[config.mk]
export PLATFORM = sky130hd
export DESIGN_NAME = mem_port_arbiter
export DESIGN_NICKNAME = d
export VERILOG_FILES = /design/src/rtl/mem_port_arbiter.sv
export SDC_FILE = /design/constraint.sdc
export NUM_CORES = 1
export LEC_CHECK = 0
export BUFFER_PORTS_ARGS = -buffer_cell sky130_fd_sc_hd__buf_2
export CAP_MARGIN = 20
export CORE_ASPECT_RATIO = 1.75
export CORE_MARGIN = 3
export CORE_UTILIZATION = 49
export CTS_BUF_LIST = sky130_fd_sc_hd__clkbuf_4 sky130_fd_sc_hd__clkbuf_8
export DETAILED_ROUTE_END_ITERATION = 16
export PLACE_DENSITY_LB_ADDON = 0.05
export SYNTH_ARGS = -nofsm -noshare
export SYNTH_HDL_FRONTEND = slang
export SYNTH_SLANG_ARGS = --single-unit
[constraint.sdc]
create_clock -name clk_i -period 3 [get_ports clk_i]
set_clock_uncertainty 0.1 [all_clocks]
set_input_delay 0.6 -clock clk_i [delete_from_list [all_inputs] [get_ports clk_i]]
set_output_delay 0.6 -clock clk_i [all_outputs]
set_load 0.01 [all_outputs]
[src/rtl/mem_port_arbiter.sv]
// mem_port_arbiter: shares one single-port data memory between the IF fetch port and the ME load/store port
// Ports: clk_i/rst_ni clock and async active-low reset; if_* fetch request/ack/data;
// me_* load/store request/ack/data; stall_*_o combinational pipeline stalls;
// mem_addr_o/mem_wen_o/mem_din_o registered memory controls; mem_dout_i memory read data.
module mem_port_arbiter #(
  parameter int ADDR_W     = 32,
  parameter int DATA_W     = 32,
  parameter int MEM_LAT    = 1,
  parameter int STARVE_MAX = 4
) (
  input  logic              clk_i,
  input  logic              rst_ni,
  input  logic              if_req_i,
  input  logic [ADDR_W-1:0] if_addr_i,
  output logic              if_ack_o,
  output logic [DATA_W-1:0] if_rdata_o,
  input  logic              me_req_i,
  input  logic              me_wen_i,
  input  logic [ADDR_W-1:0] me_addr_i,
  input  logic [DATA_W-1:0] me_wdata_i,
  output logic              me_ack_o,
  output logic [DATA_W-1:0] me_rdata_o,
  output logic              stall_if_o,
  output logic              stall_me_o,
  output logic [ADDR_W-1:0] mem_addr_o,
  output logic              mem_wen_o,
  output logic [DATA_W-1:0] mem_din_o,
  input  logic [DATA_W-1:0] mem_dout_i
);
  localparam int SW = $clog2(STARVE_MAX + 1);
  typedef enum logic [1:0] {IDLE, ACCESS, RESP} state_t;
  state_t state_q, state_d;
  logic owner_q, owner_d, store_q, store_d;
  logic [3:0] cnt_q, cnt_d;
  logic [SW-1:0] starve_q, starve_d;
  logic if_ack_q, if_ack_d, me_ack_q, me_ack_d, mem_wen_q, mem_wen_d;
  logic [DATA_W-1:0] if_rdata_q, if_rdata_d, me_rdata_q, me_rdata_d, mem_din_q, mem_din_d;
  logic [ADDR_W-1:0] mem_addr_q, mem_addr_d;
  logic grant_me, starved;
  assign starved  = if_req_i & (starve_q == SW'(STARVE_MAX));
  assign grant_me = me_req_i & ~starved;
  always_comb begin
    state_d    = state_q;
    owner_d    = owner_q;
    store_d    = store_q;
    cnt_d      = cnt_q;
    starve_d   = starve_q;
    if_ack_d   = 1'b0;
    me_ack_d   = 1'b0;
    mem_wen_d  = 1'b0;
    if_rdata_d = if_rdata_q;
    me_rdata_d = me_rdata_q;
    mem_din_d  = mem_din_q;
    mem_addr_d = mem_addr_q;
    case (state_q)
      IDLE: if (if_req_i | me_req_i) begin
        owner_d    = grant_me;
        store_d    = grant_me & me_wen_i;
        mem_wen_d  = grant_me & me_wen_i;
        mem_addr_d = grant_me ? me_addr_i : if_addr_i;
        mem_din_d  = grant_me ? me_wdata_i : mem_din_q;
        cnt_d      = 4'(MEM_LAT);
        starve_d   = (grant_me & if_req_i) ? (starved ? starve_q : starve_q + 1'b1) : '0;
        state_d    = ACCESS;
      end
      ACCESS: begin
        cnt_d = cnt_q - 4'd1;
        if (cnt_q == 4'd1) begin
          me_ack_d   = owner_q;
          if_ack_d   = ~owner_q;
          me_rdata_d = (owner_q & ~store_q) ? mem_dout_i : me_rdata_q;
          if_rdata_d = ~owner_q ? mem_dout_i : if_rdata_q;
          state_d    = RESP;
        end
      end
      default: state_d = IDLE;
    endcase
  end
  always_ff @(posedge clk_i or negedge rst_ni) begin
    if (!rst_ni) begin
      state_q    <= IDLE;
      owner_q    <= 1'b0;
      store_q    <= 1'b0;
      cnt_q      <= '0;
      starve_q   <= '0;
      if_ack_q   <= 1'b0;
      me_ack_q   <= 1'b0;
      mem_wen_q  <= 1'b0;
      if_rdata_q <= '0;
      me_rdata_q <= '0;
      mem_din_q  <= '0;
      mem_addr_q <= '0;
    end else begin
      state_q    <= state_d;
      owner_q    <= owner_d;
      store_q    <= store_d;
      cnt_q      <= cnt_d;
      starve_q   <= starve_d;
      if_ack_q   <= if_ack_d;
      me_ack_q   <= me_ack_d;
      mem_wen_q  <= mem_wen_d;
      if_rdata_q <= if_rdata_d;
      me_rdata_q <= me_rdata_d;
      mem_din_q  <= mem_din_d;
      mem_addr_q <= mem_addr_d;
    end
  end
  assign if_ack_o   = if_ack_q;
  assign me_ack_o   = me_ack_q;
  assign if_rdata_o = if_rdata_q;
  assign me_rdata_o = me_rdata_q;
  assign mem_addr_o = mem_addr_q;
  assign mem_wen_o  = mem_wen_q;
  assign mem_din_o  = mem_din_q;
  assign stall_if_o = if_req_i & ~if_ack_q;
  assign stall_me_o = me_req_i & ~me_ack_q;
endmodule

== Yosys cells after proc, flatten, opt, wreduce, memory -nomap -nowiden ==
Index checks and enable logic that the tools add are counted.
Widths: inputs -> output; s select.
Operators by class
  $add $sub $neg: 2
  multiply operators: 0
  div/mod/pow operators: 0
  magnitude comparators: 0
  equality and inequality tests: 6
  shifts and indexed selects: 0
  multiplexer cells: 14
  bitwise gates (word level): 13
  reduce and logical (&&, ||, !) cells: 9
Operators by type and width (count)
  $mux 32: 1
  $reduce_and 3->1: 4
  $pmux 4 s2: 1
  $and 1x1->1: 7
  $mux 1: 6
  $mux 3: 2
  $ne 2x2->1 const B: 3
  $reduce_and 2->1: 3
  $not 1->1: 5
  $eq 4x1->1 const B: 1
  $mux 2: 2
  $mux 4: 1
  $pmux 2 s2: 1
  $sub 4x1->4 const B: 1
  $add 3x1->3 const B: 1
  $eq 3x3->1 const B: 1
  $eq 2x1->1 const B: 1
  $logic_not 2->1: 1
  $reduce_bool 2->1: 1
  $or 1x1->1: 1
Word-level totals
  register bits: 142
  bits in latches: 0
  RAM bits: 0
  bits in read-only memories: 0
  input bits: 133
  output and inout port bits: 133
  logic and storage cells: 56
  memories kept: 0

== Depth between registers and ports, before layout ==
Gate-level depths: netlist of the first run.
  depth after elaboration: 7
  depth in mapped cells: 7
  depth with buffers taken out: 5

== Worst setup path before layout of the first run ==
Ideal clock, no wire load.
  path kind: register to register
  start point: reg cnt_q[1]
  end point: reg me_rdata_q[0] (netlist: me_rdata_o[0])
  setup time: 0.125 ns
  data arrival time: 1.940 ns
  required time: 2.775 ns
  slack: 0.835 ns
  stages on the path, launching flop included: 8
  period minus slack after synthesis: 2.165 ns
  path through: dfrtp_1 inv_1 ha_1 or3b_4 or4_4 buf_6 buf_12 mux2_4
Between the ends
  cells in the longest elaborated chain, start to end: 2
RTL lines
  start, declared: line 34  | logic [3:0] cnt_q, cnt_d;
  start signal, assigned: line 97  | cnt_q <= cnt_d;
  $eq 4x1->1: line 68  | if (cnt_q == 4'd1) begin
  $reduce_and 3->1 (no line)
  end signal, assigned: line 103  | me_rdata_q <= me_rdata_d;
  end, declared: line 37  | logic [DATA_W-1:0] if_rdata_q, if_rdata_d, me_rdata_q, me_rdata_d, mem_din_q, mem_din_d;
Every way passes these cells.
A chain may end at the register's enable or synchronous reset.

== Worst setup path in the final report of the first run ==
Ends and elaborated chain as after synthesis.

==> run_results.csv, run 1 <==
group,metric,value,unit
worst_setup_path,crit_fanout,32,
logic_synthesis,synthCells,453,
status,status,"finished clean",
logic_synthesis,synth.cell_area,6030,um^2
detailed_routing,vias,4683,
place,gp_congestion,0.846,
final_layout,areaGrowthSynthToFinish,31.2,%
timing,fin_tns_setup,0,ps
pwr,internal_power,0.00573,W
logic_synthesis,synthTopCellsByCount,"dfrtp_1 (142), mux2_2 (66), inv_1 (37)",
min_path,hold_path_class,"in2async",
clocking,clk_path_buf_depth,2,
clocking,ctsHoldBuffers,0,
pwr,comb_power_share,43.0,%
grt,globalRouteOverflowTotal,0,
grt,gr-usage-all-layers,21.8,%
place,placed_area,7480,um^2
grt,grt_pass1_vias,4858,
worst_setup_path,ff2ff_setup_slack,630,ps
logic_synthesis,synth.distinct_cells,32,
logic_synthesis,postSynth.asyncResetShare,100,%
clocking,htreeDepth,4,
grt,grt_pass1_wl,24100,um
pwr,powerDensity,1120,nW/um^2
pwr,switching_share,35.4,%
worst_setup_path,cp.arrival,2580,ps
timing,slew_headroom,56.1,%
timing,finalCriticalPeriod,2370,ps
die,ios,266,
logic_synthesis,syn_nets,590,
detailed_routing,vias_per_cell,5.27,
pwr,p_leak,4.03,nW
detailed_routing,wl_per_cell,16.8,um
pwr,peakVddDrop,0.530,mV
place,hpwl,11200,um
clocking,cts_tree,"built",
clocking,cts_resized,0,
worst_setup_path,crit_type,"reg2reg",
logic_synthesis,synth.top_cell.area_share,58.9,%
logic_synthesis,syn_area_per_cell,13.3,um^2
die,fp.dieH,153,um
logic_synthesis,synth.most_common_cell,"dfrtp_1",
place,port_buffers,265,
clocking,clk_pin_slew,80,ps
worst_setup_path,cp-start-kind,"flip-flop",
final_layout,fin_cells,889,
die,dieArea,13700,um^2
timing,hold-worst-slack,10.6,ps
die,core_area,12000,um^2
final_layout,layout.nets,849,
final_layout,diodes,0,
grt,grt_max_degree,59,
timing,fin_crit_sh,78.9,%
timing,rsz0062_at_grt,"false",
clocking,cts_buffers,17,
worst_setup_path,end_kind,"flip-flop",
logic_synthesis,yosysSeqAreaShare,58.9,%
final_layout,n_fill_cell,983,
logic_synthesis,yosys_warnings,0,
pwr,power_switching,0.00314,W
die,start_util,50.2,%
logic_synthesis,yosys-top-cells-area,"dfrtp_1 (59%), mux2_2 (12%), mux2_4 (7.5%)",
worst_setup_path,reg2regPathDepth,5,
logic_synthesis,synth_top_area_cell,"dfrtp_1",
logic_synthesis,synth_edf_count,0,
pwr,seq_power_share,38.5,%
timing,slew_viol_final,0,
timing,setup_viol,0,
grt,antenna_found_initial,0,
die,dieWidth,89.9,um
detailed_routing,wirelength,14900,um
clocking,clk_latency,410,ps
clocking,cts_root_buf,"clkbuf_8",
pwr,power_frac_clock,18.5,%
worst_setup_path,r2r-start,"cnt_q[1]",
worst_setup_path,cp.required,3210,ps
timing,final-hold-violation-count,0,
final_layout,finish.instance_area,7910,um^2
worst_setup_path,r2r-end,"me_rdata_o[0]",
detailed_routing,first_iter_violations,197,
place,placed_cells,858,
detailed_routing,first_pass_iters,6,
clocking,postCtsSetupRepairBufs,0,
logic_synthesis,yosys_register_bits,142,
detailed_routing,ant_nets,0,
timing,clock.fmax,0.422,GHz
die,rows,53,
logic_synthesis,ys.flop_type,"dfrtp_1",
clocking,clock-sinks,142,
flow_run,max_cap_viol_count,0,
timing,worst_slew_pin_slew,656,ps
final_layout,drive_above_1_share,56.6,%
detailed_routing,drc_errors,0,
per-layer routing:
metal / part of all wire (%) / vias to the layer above / track usage [%]
met5: 0 / - / 0
met4: 3.1 / 0 / 9.35
met3: 6.0 / 31 / 5.48
met2: 55 / 194 / 39.7
met1: 36 / 2310 / 23.8
li1: - / 2148 / -
how the worst max path moves through the flow:
stage / cells after the start / startpoint / endpoint
2_1_floorplan: 7 / cnt_q[1] / me_rdata_o[0]
3_3_place_gp: 5 / me_req_i / mem_addr_o[26]
3_5_place_dp: 5 / me_req_i / mem_addr_o[20]
5_1_grt: 5 / cnt_q[1] / me_rdata_o[20]
6_report: 5 / cnt_q[1] / me_rdata_o[0]
4_1_cts: 5 / cnt_q[1] / me_rdata_o[28]
layout by cell type (no fill, tap or decap), drive strengths merged, types with 2 or more instances in the layout:
cell    instances
nor2            5
bufinv          4
mux2           96
nand3          34
o221ai         32
dfrtp         142
a32o            2
ha              4
buf           277
nand4          32
inv            41
nor3            3
nor2b           5
clkbuf         18
o22ai           4
nand2           7
and2            2
clkinv          5
flip-flops by register name, summed over array words and instances, names as in the netlist:
| name | count |
|---|---|
| state_q | 2 |
| store_q | 1 |
| mem_din_o | 32 |
| mem_addr_o | 32 |
| me_ack_o | 1 |
| cnt_q | 4 |
| owner_q | 1 |
| me_rdata_o | 32 |
| starve_q | 3 |
| if_ack_o | 1 |
| if_rdata_o | 32 |
| mem_wen_o | 1 |
power groups by stage:
stage                     clock network [W]  registers (W)  logic [W]
after global placement                    0        0.00343    0.00376
after CTS                           0.00169        0.00342    0.00387
after global routing                0.00179        0.00354    0.00414
after detailed placement                  0        0.00345    0.00387
after floorplan                           0        0.00382    0.00202
final                               0.00164        0.00342    0.00381
stage by stage:
step | setup WS (ps) | power [W] | util, %
3_3_place_gp | 650 | 0.00719 | 62.3
3_5_place_dp | 597 | 0.00733 | 62.3
2_1_floorplan | 835 | 0.00583 | -
6_report | 632 | 0.00887 | 65.9
5_1_grt | 584 | 0.00947 | 65.9
4_1_cts | 627 | 0.00898 | 65.9
kinds of logic after synthesis:
kind of cell    after synthesis  synth area share [%]
simple gates                 94                  8.76
buf+inv                      74                  5.69
mux                          96                  19.8
fa+ha+maj                     4                 0.830
xor+xnor                      2                 0.291
compound gates               41                  5.71
flops                       142                  58.9
layout make-up:
type / instances / area, um^2 / share of cell area (%)
clock inverter: 13 / 188 / 2.37
sequential: 142 / 3550 / 44.9
inverter: 37 / 139 / 1.76
timing repair buffer: 277 / 1440 / 18.1
clock buffer: 18 / 241 / 3.05
tap: 165 / 206 / 2.61
multi-input combinational: 237 / 2150 / 27.1
worst max-delay path, stage by stage (launching register included):
cell and delay, ps:
dfrtp_1 400, inv_1 90, ha_1 130, or3b_4 410, or4_4 730, mux2_4 390
Power figures use the tool's default switching activity.
==> run 2, diff against run 1 <==
--- a/config.mk
+++ b/config.mk
@@ -5,11 +5,12 @@
 export SDC_FILE = /design/constraint.sdc
 export NUM_CORES = 1
 export LEC_CHECK = 0
+export ABC_AREA = 1
 export BUFFER_PORTS_ARGS = -buffer_cell sky130_fd_sc_hd__buf_2
 export CAP_MARGIN = 20
 export CORE_ASPECT_RATIO = 1.75
 export CORE_MARGIN = 3
-export CORE_UTILIZATION = 49
+export CORE_UTILIZATION = 45
 export CTS_BUF_LIST = sky130_fd_sc_hd__clkbuf_4 sky130_fd_sc_hd__clkbuf_8
 export DETAILED_ROUTE_END_ITERATION = 16
 export PLACE_DENSITY_LB_ADDON = 0.05
==> constraint.sdc (replaced) <==
create_clock -name clk_i -period 2 [get_ports clk_i]
set_clock_uncertainty 0.1 [all_clocks]
set_input_delay 0.4 -clock clk_i [delete_from_list [all_inputs] [get_ports clk_i]]
set_output_delay 0.4 -clock clk_i [all_outputs]
set_load 0.01 [all_outputs]
==> run_results.csv, run 2 <==
group,metric,value,unit
logic_synthesis,yosys-top-cells-area,"dfrtp_1 (57%), nand2_1 (21%), nand3_1 (11%)",
logic_synthesis,synth.top_cell.area_share,57.0,%
place,gp_congestion,0.822,
place,port_buffers,265,
detailed_routing,vias_per_cell,4.72,
grt,grt_pass1_wl,28200,um
die,ios,266,
final_layout,final_common_cell,"nand2_1",
timing,slew_viol_final,0,
logic_synthesis,synthTopCellsByCount,"nand2_1 (342), dfrtp_1 (142), nand3_1 (134)",
pwr,p_leak,4.94,nW
worst_setup_path,cp-start-kind,"flip-flop",
worst_setup_path,cp.required,2190,ps
logic_synthesis,postSynth.asyncResetShare,100,%
pwr,peakVddDrop,0.814,mV
logic_synthesis,ys.flop_type,"dfrtp_1",
pwr,p_total,0.0129,W
final_layout,drive_above_1_share,31.4,%
min_path,hp-start,"me_wdata_i[28]",
grt,gr-usage-all-layers,23.5,%
detailed_routing,drc_errors,0,
clocking,clk_latency,420,ps
worst_setup_path,slowest_delay,400,ps
min_path,hold_path_class,"in2reg",
die,dieWidth,95.0,um
timing,final-hold-violation-count,0,
die,rows,56,
timing,setup_viol,0,
timing,rsz0062_at_grt,"false",
final_layout,diodes,0,
clocking,cts_tree,"built",
logic_synthesis,synthCells,771,
clocking,cts_resized,0,
flow_run,max_cap_viol_count,0,
final_layout,finish.instance_area,8220,um^2
grt,globalRouteOverflowTotal,0,
clocking,htreeDepth,4,
detailed_routing,first_pass_iters,4,
logic_synthesis,synth.cell_area,6230,um^2
die,dieArea,15400,um^2
clocking,cts_buffers,17,
timing,fin_tns_setup,0,ps
worst_setup_path,worstPathCellList,"inv_1 > ha_1 > nand3_2 > nand3_2 > buf_4 > o21ai_0",
worst_setup_path,cp_top_family,"buffers and inverters",
timing,fin_crit_sh,88.1,%
logic_synthesis,yosys_warnings,0,
worst_setup_path,r2r-start,"starve_q[0]",
timing,slew_headroom,65.2,%
detailed_routing,wl_per_cell,14.2,um
timing,hold-worst-slack,64.7,ps
detailed_routing,ant_nets,0,
timing,clock.fmax,0.567,GHz
final_layout,areaGrowthSynthToFinish,31.9,%
worst_setup_path,crit_type,"reg2reg",
clocking,clock-sinks,142,
logic_synthesis,yosysSeqAreaShare,57.0,%
logic_synthesis,synth.distinct_cells,21,
logic_synthesis,synth.most_common_cell,"nand2_1",
clocking,clk_path_buf_depth,2,
worst_setup_path,crit_top_cell,"nand3_2",
logic_synthesis,syn_nets,908,
die,fp.dieH,162,um
detailed_routing,wirelength,17300,um
clocking,cts_root_buf,"clkbuf_8",
worst_setup_path,timing.critical_path.buf_inv,2,
grt,grt_max_degree,65,
worst_setup_path,end_kind,"flip-flop",
detailed_routing,vias,5757,
logic_synthesis,yosys_register_bits,142,
grt,grt_pass1_vias,5745,
logic_synthesis,synth_top_area_cell,"dfrtp_1",
grt,antenna_found_initial,0,
timing,finalCriticalPeriod,1760,ps
detailed_routing,first_iter_violations,220,
clocking,clk_pin_slew,90,ps
place,placed_area,7790,um^2
die,start_util,46.3,%
logic_synthesis,syn_area_per_cell,8.09,um^2
worst_setup_path,crit_slowest_cell,"dfrtp_1",
worst_setup_path,crit_fanout,35,
final_layout,layout_common_cells,"nand2_1 (342), buf_2 (264), dfrtp_1 (142)",
die,core_area,13500,um^2
final_layout,layout.nets,1170,
worst_setup_path,cp.arrival,1950,ps
clocking,postCtsSetupRepairBufs,0,
worst_setup_path,crit_start,"starve_q[0]",
place,hpwl,12800,um
logic_synthesis,synth_edf_count,0,
clocking,ctsHoldBuffers,1,
timing,worst_slew_pin_slew,521,ps
status,status,"finished clean",
pwr,powerDensity,1570,nW/um^2
run 2: cell count changes in the layout (fill, tap and decap cells not counted), sizes merged, moves of 3 or more:
cell and change:
inv +43, nor2b -5, o221ai -32, o21ai +5, mux2 -96, o22ai -3
nor2 +7, clkinvlp +3, nand2 +336, nand3 +102, buf +8, nand4 -32
run 2: worst register-to-register path: stages, from the launching register on:
cell and delay, ps:
dfrtp_1 400, inv_1 80, ha_1 190, nand3_2 230, nand3_2 140, buf_4 350
o21ai_0 150
run 2: power by group:
group / internal, W / switching (W)
combinational: 0.00202 / 0.00338
sequential: 0.00428 / 0.000763
clock: 0.00132 / 0.00111
run 2: final timing paths:
kind / to / slack, ps / cells past startpoint
max: owner_q / 240 / 6
max reg2reg: owner_q / 240 / 6
min reg2reg: me_rdata_o[5] / 370 / 2
min in group asynchronous: mem_addr_o[10] / 360 / 2
min: mem_din_o[28] / 60 / 3
max in group asynchronous: mem_addr_o[25] / 870 / 3
run 2: layout make-up:
type / instances / area [um^2]
inverters: 81 / 304
fillers: 1339 / 5230
clock buffers: 20 / 269
repair buffers: 286 / 1570
multi-input cells: 505 / 2150
flip-flops and latches: 142 / 3550
clock inverters: 12 / 158
well taps: 174 / 218
run 2: per-stage QoR:
| step | util (%) | worst slack, ps | instances |
|---|---|---|---|
| final | 61.1 | 238 | 1220 |
| after floorplan | - | 533 | 771 |
| after global placement | 57.9 | 263 | 1187 |
| after detailed placement | 57.9 | 206 | 1187 |
| after global routing | 61.1 | 56.2 | 1220 |
| after CTS | 61.1 | 218 | 1220 |
run 2: layer usage:
layer	vias to the layer above	wire, um	track usage, %
met3	26	1080	4.87
met2	197	9370	42.4
met4	0	475	9.40
li1	2886	-	-
met1	2648	6420	26.5
met5	-	0	0
run 2: kinds of logic (layout without fill, tap and decap cells):
| kind of cell | count (synthesis) | after routing | synth area share, % |
|---|---|---|---|
| AO/OA/AOI/OAI | 7 | 7 | 0.582 |
| adder cells (fa/ha/maj) | 4 | 4 | 0.803 |
| flip-flops | 142 | 142 | 57.0 |
| buffers and inverters | 124 | 399 | 8.51 |
| XOR/XNOR | 1 | 1 | 0.141 |
| AND/OR/NAND/NOR | 493 | 493 | 33.0 |
